[src/rtl/oh_rrsel_pkg.sv]
// Shared types and helpers for the oh_rrsel round-robin one-hot select arbiter.
// Holds the FSM state encoding, the minimum index width and one-hot decode.
package oh_rrsel_pkg;

  typedef enum logic {
    IDLE = 1'b0,
    BUSY = 1'b1
  } rr_state_e;

  // A single requester still needs a one-bit index so ports never collapse to zero width.
  localparam int MIN_IW = 1;

  // Maximum supported requester count; onehot2bin is sized for it.
  localparam int MAX_N = 32;

  function automatic logic [4:0] onehot2bin(input logic [MAX_N-1:0] v);
    logic [4:0] b;
    b = '0;
    for (int i = 0; i < MAX_N; i++) begin
      if (v[i]) b = b | 5'(i);
    end
    return b;
  endfunction

endpackage

[src/rtl/oh_rrsel_rrpick.sv]
// Combinational rotating-priority picker: first set bit of vec searching
// upward from ptr, wrapping modulo N back to bit 0.
module oh_rrpick
  import oh_rrsel_pkg::*;
#(
  parameter int N  = 5,
  parameter int IW = (N > 1) ? $clog2(N) : MIN_IW
) (
  input  logic [N-1:0]  vec,
  input  logic [IW-1:0] ptr,
  output logic [N-1:0]  onehot,
  output logic [IW-1:0] idx,
  output logic          any
);

  logic [N-1:0] mask;
  logic [N-1:0] hi;
  logic [N-1:0] sel;

  // Thermometer mask keeps bits at or above ptr; if none of those request,
  // the unmasked vector supplies the wrapped-around winner.
  always_comb begin
    mask = '0;
    for (int i = 0; i < N; i++) begin
      mask[i] = (32'(i) >= 32'(ptr));
    end
  end

  always_comb begin
    hi     = vec & mask;
    sel    = (|hi) ? hi : vec;
    onehot = sel & (~sel + {{(N-1){1'b0}}, 1'b1});
    any    = |vec;
    idx    = IW'(onehot2bin(MAX_N'(onehot)));
  end

endmodule

[src/rtl/oh_rrsel.sv]
// Round-robin arbiter with packet lock producing a registered one-hot mux select.
// Handshake: a beat transfers when out_valid && out_ready; in_ready forwards out_ready to the granted source only.
module oh_rrsel
  import oh_rrsel_pkg::*;
#(
  parameter int N  = 5,
  parameter int IW = (N > 1) ? $clog2(N) : MIN_IW
) (
  input  logic          clk,
  input  logic          reset,
  input  logic [N-1:0]  req,
  input  logic          last,
  input  logic          out_ready,
  output logic [N-1:0]  gnt,
  output logic [IW-1:0] gnt_id,
  output logic          out_valid,
  output logic [N-1:0]  in_ready,
  output logic          abort,
  output rr_state_e     dbg_state
);

  rr_state_e     state_q, state_d;
  logic [N-1:0]  gnt_q, gnt_d;
  logic [IW-1:0] ptr_q, ptr_d;
  logic          abort_q, abort_d;

  logic [N-1:0]  pick_onehot;
  logic [IW-1:0] pick_idx;
  logic          pick_any;
  logic [IW-1:0] pick_ptr_next;
  logic          transfer;
  logic          release_now;

  // One picker serves both the IDLE grant and the back-to-back release re-pick.
  oh_rrpick #(
    .N  (N),
    .IW (IW)
  ) u_pick (
    .vec    (req),
    .ptr    (ptr_q),
    .onehot (pick_onehot),
    .idx    (pick_idx),
    .any    (pick_any)
  );

  assign pick_ptr_next = (32'(pick_idx) == 32'(N - 1)) ? '0 : pick_idx + {{(IW-1){1'b0}}, 1'b1};
  assign out_valid     = |(gnt_q & req);
  assign transfer      = out_valid & out_ready;

  always_comb begin
    state_d     = state_q;
    gnt_d       = gnt_q;
    ptr_d       = ptr_q;
    abort_d     = 1'b0;
    release_now = 1'b0;
    case (state_q)
      IDLE: begin
        if (pick_any) begin
          gnt_d   = pick_onehot;
          ptr_d   = pick_ptr_next;
          state_d = BUSY;
        end
      end
      BUSY: begin
        // A dropped request ends the packet early; a valid last beat ends it normally.
        if (!out_valid) begin
          release_now = 1'b1;
          abort_d     = 1'b1;
        end else if (transfer && last) begin
          release_now = 1'b1;
        end
        if (release_now) begin
          if (pick_any) begin
            gnt_d = pick_onehot;
            ptr_d = pick_ptr_next;
          end else begin
            gnt_d   = '0;
            state_d = IDLE;
          end
        end
      end
      default: begin
        state_d = IDLE;
        gnt_d   = '0;
      end
    endcase
  end

  always_ff @(posedge clk or posedge reset) begin
    if (reset) begin
      state_q <= IDLE;
      gnt_q   <= '0;
      ptr_q   <= '0;
      abort_q <= 1'b0;
    end else begin
      state_q <= state_d;
      gnt_q   <= gnt_d;
      ptr_q   <= ptr_d;
      abort_q <= abort_d;
    end
  end

  assign gnt       = gnt_q;
  assign gnt_id    = IW'(onehot2bin(MAX_N'(gnt_q)));
  assign in_ready  = gnt_q & {N{out_ready}};
  assign abort     = abort_q;
  assign dbg_state = state_q;

endmodule

[config.mk]
export PLATFORM = sky130hd
export DESIGN_NAME = oh_rrsel
export DESIGN_NICKNAME = d
export VERILOG_FILES = /design/src/rtl/oh_rrsel_pkg.sv /design/src/rtl/oh_rrsel_rrpick.sv /design/src/rtl/oh_rrsel.sv
export SDC_FILE = /design/constraint.sdc
export NUM_CORES = 1
export LEC_CHECK = 0
export ABC_AREA = 1
export BUFFER_PORTS_ARGS = -buffer_cell sky130_fd_sc_hd__buf_4
export CORE_MARGIN = 3
export CORE_UTILIZATION = 45
export CTS_BUF_LIST = sky130_fd_sc_hd__clkbuf_8
export CTS_CLUSTER_DIAMETER = 30
export DETAILED_ROUTE_END_ITERATION = 16
export GPL_ROUTABILITY_DRIVEN = 0
export GPL_TIMING_DRIVEN = 0
export PLACE_DENSITY = 0.77
export SLEW_MARGIN = 10
export SYNTH_ARGS = -nofsm -noshare
export SYNTH_HDL_FRONTEND = slang
export SYNTH_SLANG_ARGS = --single-unit
[constraint.sdc]
create_clock -name clk -period 1.95 [get_ports clk]
set_input_delay 0.39 -clock clk [delete_from_list [all_inputs] [get_ports clk]]
set_output_delay 0.39 -clock clk [all_outputs]
set_load 0.01 [all_outputs]
[Word-level counts from Yosys, hierarchy flattened]
Cells that the tools add are included.
Operators by class
  $lt $le $gt $ge: 5
  reductions and logical operators: 5
  mux-type cells: 25
  eq/ne operators: 3
  $add $sub $neg: 2
  bitwise logic cells: 7
Operator list (number)
  bitwise AND 5 bit: 4
  2-to-1 mux 5 bit: 4
  2-to-1 mux 3 bit: 5
  OR reduction 5 bit: 3
  one-hot mux 5 bit (2 select lines): 1
  2-to-1 mux 1 bit: 9
  2-to-1 mux 2 bit: 4
  greater-or-equal comparator 1 x 3 -> 1 bit (first input constant): 2
  greater-or-equal comparator 2 x 3 -> 1 bit (first input constant): 2
  one-hot mux 3 bit (2 select lines): 1
  adder 5 x 1 -> 5 bit (second input constant): 1
  NOT 5 bit: 1
  adder 3 x 1 -> 3 bit (second input constant): 1
  == test 3 bit (second input constant): 1
  greater-or-equal comparator 3 bit (first input constant): 1
  != test 2 x 1 -> 1 bit (second input constant): 1
  != test 2 bit (second input constant): 1
  one-hot mux 1 bit (2 select lines): 1
  AND reduction 2 bit: 1
  bitwise AND 1 bit: 1
  logical AND 1 bit: 1
  NOT 1 bit: 1
Storage, ports and cells
  word-level logic and storage cells: 51
  flip-flop bits (word level): 10

[Logic depth before layout (Yosys ltp)]
  depth in word-level cells: 16
  mapped depth: 13

[By module]
A second synthesis with hierarchy kept.
Unflattened totals
  cells, all modules: 117
  area, all modules: 802.0 um^2
By module, submodules not included
  oh_rrsel: area an instance 586.8 um^2, cells an instance 75, instances 1
  oh_rrpick: area an instance 215.2 um^2, cells an instance 42, instances 1

[Least setup slack after synthesis]
Ideal clock, no wire load.
  kind: reg2reg
  from: register ptr_q[1]
  to: register ptr_q[1]
  slack: 0.341 ns
  stages on the path, launching flop included: 13
  clock period less this slack: 1.609 ns
  buffers on the path: 0
  data arrival time: 1.492 ns
  cell sequence: dfrtp_1 -> nor2_1 -> nand2_1 -> nand2_1 -> nor2_2 -> nand3_1 -> nand2_2 -> nor2_4 -> nand3_2 -> nand2_2 -> ha_1 -> nand2_1 -> nand2_1
Between the ends
  cells in the longest elaborated chain, start to end: 16
  elaborated cells on any way between the ends: 21
  those cells by class: 2 x add/sub; 5 x order compare; 1 x eq/ne; 9 x mux; 3 x bitwise; 1 x reduce/logical
RTL lines
  start: declaration: line oh_rrsel.sv:24  | logic [IW-1:0] ptr_q, ptr_d;
  start signal: assignment: line oh_rrsel.sv:98  | ptr_q <= ptr_d;
  greater-or-equal comparator 1 x 3 -> 1 bit, or another cell as far along: line oh_rrsel_rrpick.sv:25  | mask[i] = (32'(i) >= 32'(ptr));
  bitwise AND 5 bit (*): line oh_rrsel_rrpick.sv:30  | hi = vec & mask;
  OR reduction 5 bit: line oh_rrsel_rrpick.sv:31  | sel = (|hi) ? hi : vec;
  2-to-1 mux 5 bit (*): line oh_rrsel_rrpick.sv:31
  NOT 5 bit: line oh_rrsel_rrpick.sv:32  | onehot = sel & (~sel + {{(N-1){1'b0}}, 1'b1});
  adder 5 x 1 -> 5 bit: line oh_rrsel_rrpick.sv:32
  bitwise AND 5 bit (*): line oh_rrsel_rrpick.sv:32
  2-to-1 mux 1 bit: line oh_rrsel_pkg.sv:20  | if (v[i]) b = b | 5'(i);
  2-to-1 mux 2 bit (2 in series): line oh_rrsel_pkg.sv:20
  2-to-1 mux 3 bit (*): line oh_rrsel_pkg.sv:20
  adder 3 x 1 -> 3 bit or == test 3 bit (tied branches): line oh_rrsel.sv:46  | assign pick_ptr_next = (32'(pick_idx) == 32'(N - 1)) ? '0 : pick_idx + {{(IW-1){1'b0}}, 1'b1};
  2-to-1 mux 3 bit (*): line oh_rrsel.sv:46
  via pick_ptr_next[1]: line oh_rrsel.sv:30  | logic [IW-1:0] pick_ptr_next;
  2-to-1 mux 3 bit (*): line oh_rrsel.sv:58, oh_rrsel.sv:73
  2-to-1 mux 3 bit: line oh_rrsel.sv:72  | if (release_now) begin
  one-hot mux 3 bit (2 select lines) (*): line oh_rrsel.sv:56  | case (state_q)
Mark *: on every way through the listed nets, which the timed path passes. The rest lies on a longest branch. The select of a mux whose other input is x is not followed.
A chain may end at the register's enable or synchronous reset.

[Final worst setup path]
  from: register ptr_q[0]
  to: register ptr_q[1]
Same word-level chain as after synthesis.

==> impl_metrics.py <==
metrics = {
    "global_routing": {
        "grt_max_degree": 11,
        "grt_first_pass_wirelength_mm": 2.815,
        "overflow": 0,
        "grt_pass1_vias": 654,
        "grt_usage_pct": 18.93,
        "antenna_found_initial": 0,
    },
    "critical_path": {
        "worstPathArrival_ps": 1850,
        "cp_max_fo": 4,
        "endpoint_kind": "flop",
        "worstSetupPathType": "flop to flop",
        "crit_required_ps": 2070,
        "rr_worst_depth": 12,
        "critPathLaunchType": "flop",
    },
    "yosys": {
        "yosysWarnings": 0,
        "yosysSeqAreaShare_pct": 36.36,
        "ys_types": 20,
        "ys_ff_latch": 10,
        "synth.avg_cell_area_sq_um": 7.094,
        "syn-num-nets": 107,
        "syn_area_sq_um": 688.2,
        "syn_inst": 97,
    },
    "detailed_routing": {
        "vias": 725,
        "drtPass1Iterations": 4,
        "ant_nets": 0,
        "wl_per_cell_um": 12.10,
        "post_drt_via_cell_ratio": 5.216,
        "drc": 0,
        "drtIter0Drc": 13,
        "drt_wl_total_mm": 1.682,
    },
    "place": {
        "dp_hpwl_mm": 1.356,
        "port_buffers": 24,
    },
    "pwr": {
        "p_leak_uw": 0.0005437,
        "ir_worst_vdd_v": 0.0007221,
        "power_density_nw_per_um2": 1594,
    },
    "final_layout": {
        "syn_to_final_growth_pct": 35.27,
        "layout.nets": 136,
        "num_antenna_cells": 0,
        "fin_util_pct": 68.13,
        "drive_gt1_share_pct": 38.71,
    },
    "clock_network": {
        "cts_resized": 0,
        "cts_buffers": 3,
        "postCtsSetupBuffers": 0,
        "clk_pin_slew_ps": 40,
        "cts-hold-fix-buffers": 0,
        "htree_num_levels": 1,
        "clk_latency_ps": 230,
        "cts_buffer_depth": 2,
        "cts_tree": "built",
        "cts-root-buf": "clkbuf_8",
        "cts.sinks": 10,
    },
    "floorplanning": {
        "core-area_sq_um": 1366,
        "rows": 13,
        "start_util_pct": 50.37,
        "ios": 25,
        "die-area_sq_um": 2034,
        "die_w_um": 45.11,
        "die_h_um": 45.11,
    },
    "sta": {
        "max_freq_ghz": 0.5807,
        "slew_violations": 0,
        "post-route-period-util_pct": 88.31,
        "rsz0062_at_grt": "no",
        "final.min_clock_period_ps": 1722,
        "worst_pin_slew_ps": 393.1,
        "fin_setup_tns_ps": 0,
        "finalSetupViolCount": 0,
        "relSlewSlack_pct": 73.77,
        "fin_skew_ps": 1.585,
        "hold_viol": 0,
    },
    "worst_hold_path": {
        "min_path_type": "input port to asynchronous set/reset pin",
    },
    "status": {
        "status": "completed",
    },
    "flow_run": {
        "cap_violations": 0,
    },
}
path summary, 6_finish.rpt:
check,from,to,slack [ps]
worst max register to register,ptr_q[0],ptr_q[1],230
worst max-delay path,ptr_q[0],ptr_q[1],230
worst min-delay path,reset,ptr_q[0],140
max in group asynchronous,reset,dbg_state,1530
worst min register to register,ptr_q[0],ptr_q[0],550
min in group clk,ptr_q[0],ptr_q[0],550
cell usage in the layout, fill, tap and decap left out:
cell	count
nand2_2	5
nand3_1	7
o21ai_2	2
or2_2	3
nand2_1	29
nand3_2	3
ha_1	1
o21ai_1	2
nor2_2	3
and3_1	1
a21boi_0	1
nor2_1	5
a21oi_1	2
inv_1	13
inv_2	2
nor2_4	2
o21ai_0	4
dfrtp_1	10
o2bb2ai_1	1
buf_4	25
clkbuf_8	3
worst max-delay path, cell delays in order, from the launching register on:
cell	delay, ps
dfrtp_1	400
nor2_2	150
nand2_1	110
nand2_1	90
nor2_2	50
nand3_1	70
nand2_2	70
nor2_4	150
nand3_2	90
nand2_2	90
ha_1	220
nand2_1	60
nand2_1	50
final cells by class:
cell class                      instances  area (sq um)
Sequential cell                        10         250.2
Fill cell                             133         435.4
Inverter                               15         56.30
Clock buffer                            3         41.29
Multi-Input combinational cell         71         376.6
Buffer                                  1         7.507
Timing Repair Buffer                   24         180.2
Tap cell                               15         18.77
synth_stat cells:
cell	instances	share of area, %
or2_2	3	2.7
o21ai_0	4	2.9
nor2_4	2	3.3
nand3_2	3	4.4
and3_1	1	0.91
o21ai_2	2	2.5
a21boi_0	1	1.1
nor2_1	6	3.3
dfrtp_1	10	36
ha_1	1	1.8
nand2_2	5	4.5
nor2_2	2	1.8
o21ai_1	2	1.5
o2bb2ai_1	1	1.3
inv_1	13	7.1
a21oi_1	2	1.5
nand3_1	7	5.1
inv_2	2	1.1
buf_4	1	1.1
nand2_1	29	16
metal layers:
metal / vias to the layer above / share of wire [%] / track usage (%)
li1: 360 / - / -
met2: 29 / 54 / 31.64
met1: 334 / 39 / 23.02
met3: 2 / 7.0 / 5.179
met5: - / 0 / 0
met4: 0 / 0.77 / 7.018
registers in the layout, indices dropped and copies added, names as in the netlist:
register   count
dbg_state      1
gnt            5
abort          1
ptr_q          3
per-stage QoR:
| step | instances | power (uW) | hold slack [ps] | area, sq um | setup WS [ps] |
|---|---|---|---|---|---|
| 6_report | 139 | 1484 | 140.0 | 930.9 | 227.9 |
| 5_1_grt | 139 | 1623 | 171.0 | 930.9 | 37.91 |
| 4_1_cts | 139 | 1493 | 146.5 | 928.4 | 187.0 |
| 3_5_place_dp | 136 | 1273 | 401.1 | 887.1 | 140.6 |
| 3_3_place_gp | 136 | 1252 | 395.4 | 887.1 | 167.4 |
| 2_1_floorplan | 97 | 956.5 | 230.2 | 688.2 | 341.5 |
power breakdown:
group | internal [uW] | total, uW | switching (uW) | leakage [uW]
clock | 135 | 208 | 73.7 | 0.0000216
combinational | 390 | 885 | 495 | 0.000398
sequential | 297 | 391 | 93.5 | 0.000124
cell families (layout without fill, tap and decap cells):
| kind of cell | after synthesis | in the layout | synth area share (%) |
|---|---|---|---|
| flops | 10 | 10 | 36.36 |
| fa+ha+maj | 1 | 1 | 1.818 |
| buf+inv | 16 | 43 | 9.274 |
| simple gates | 58 | 58 | 41.82 |
| compound gates | 12 | 12 | 10.73 |
Power figures use the tool's default switching activity.
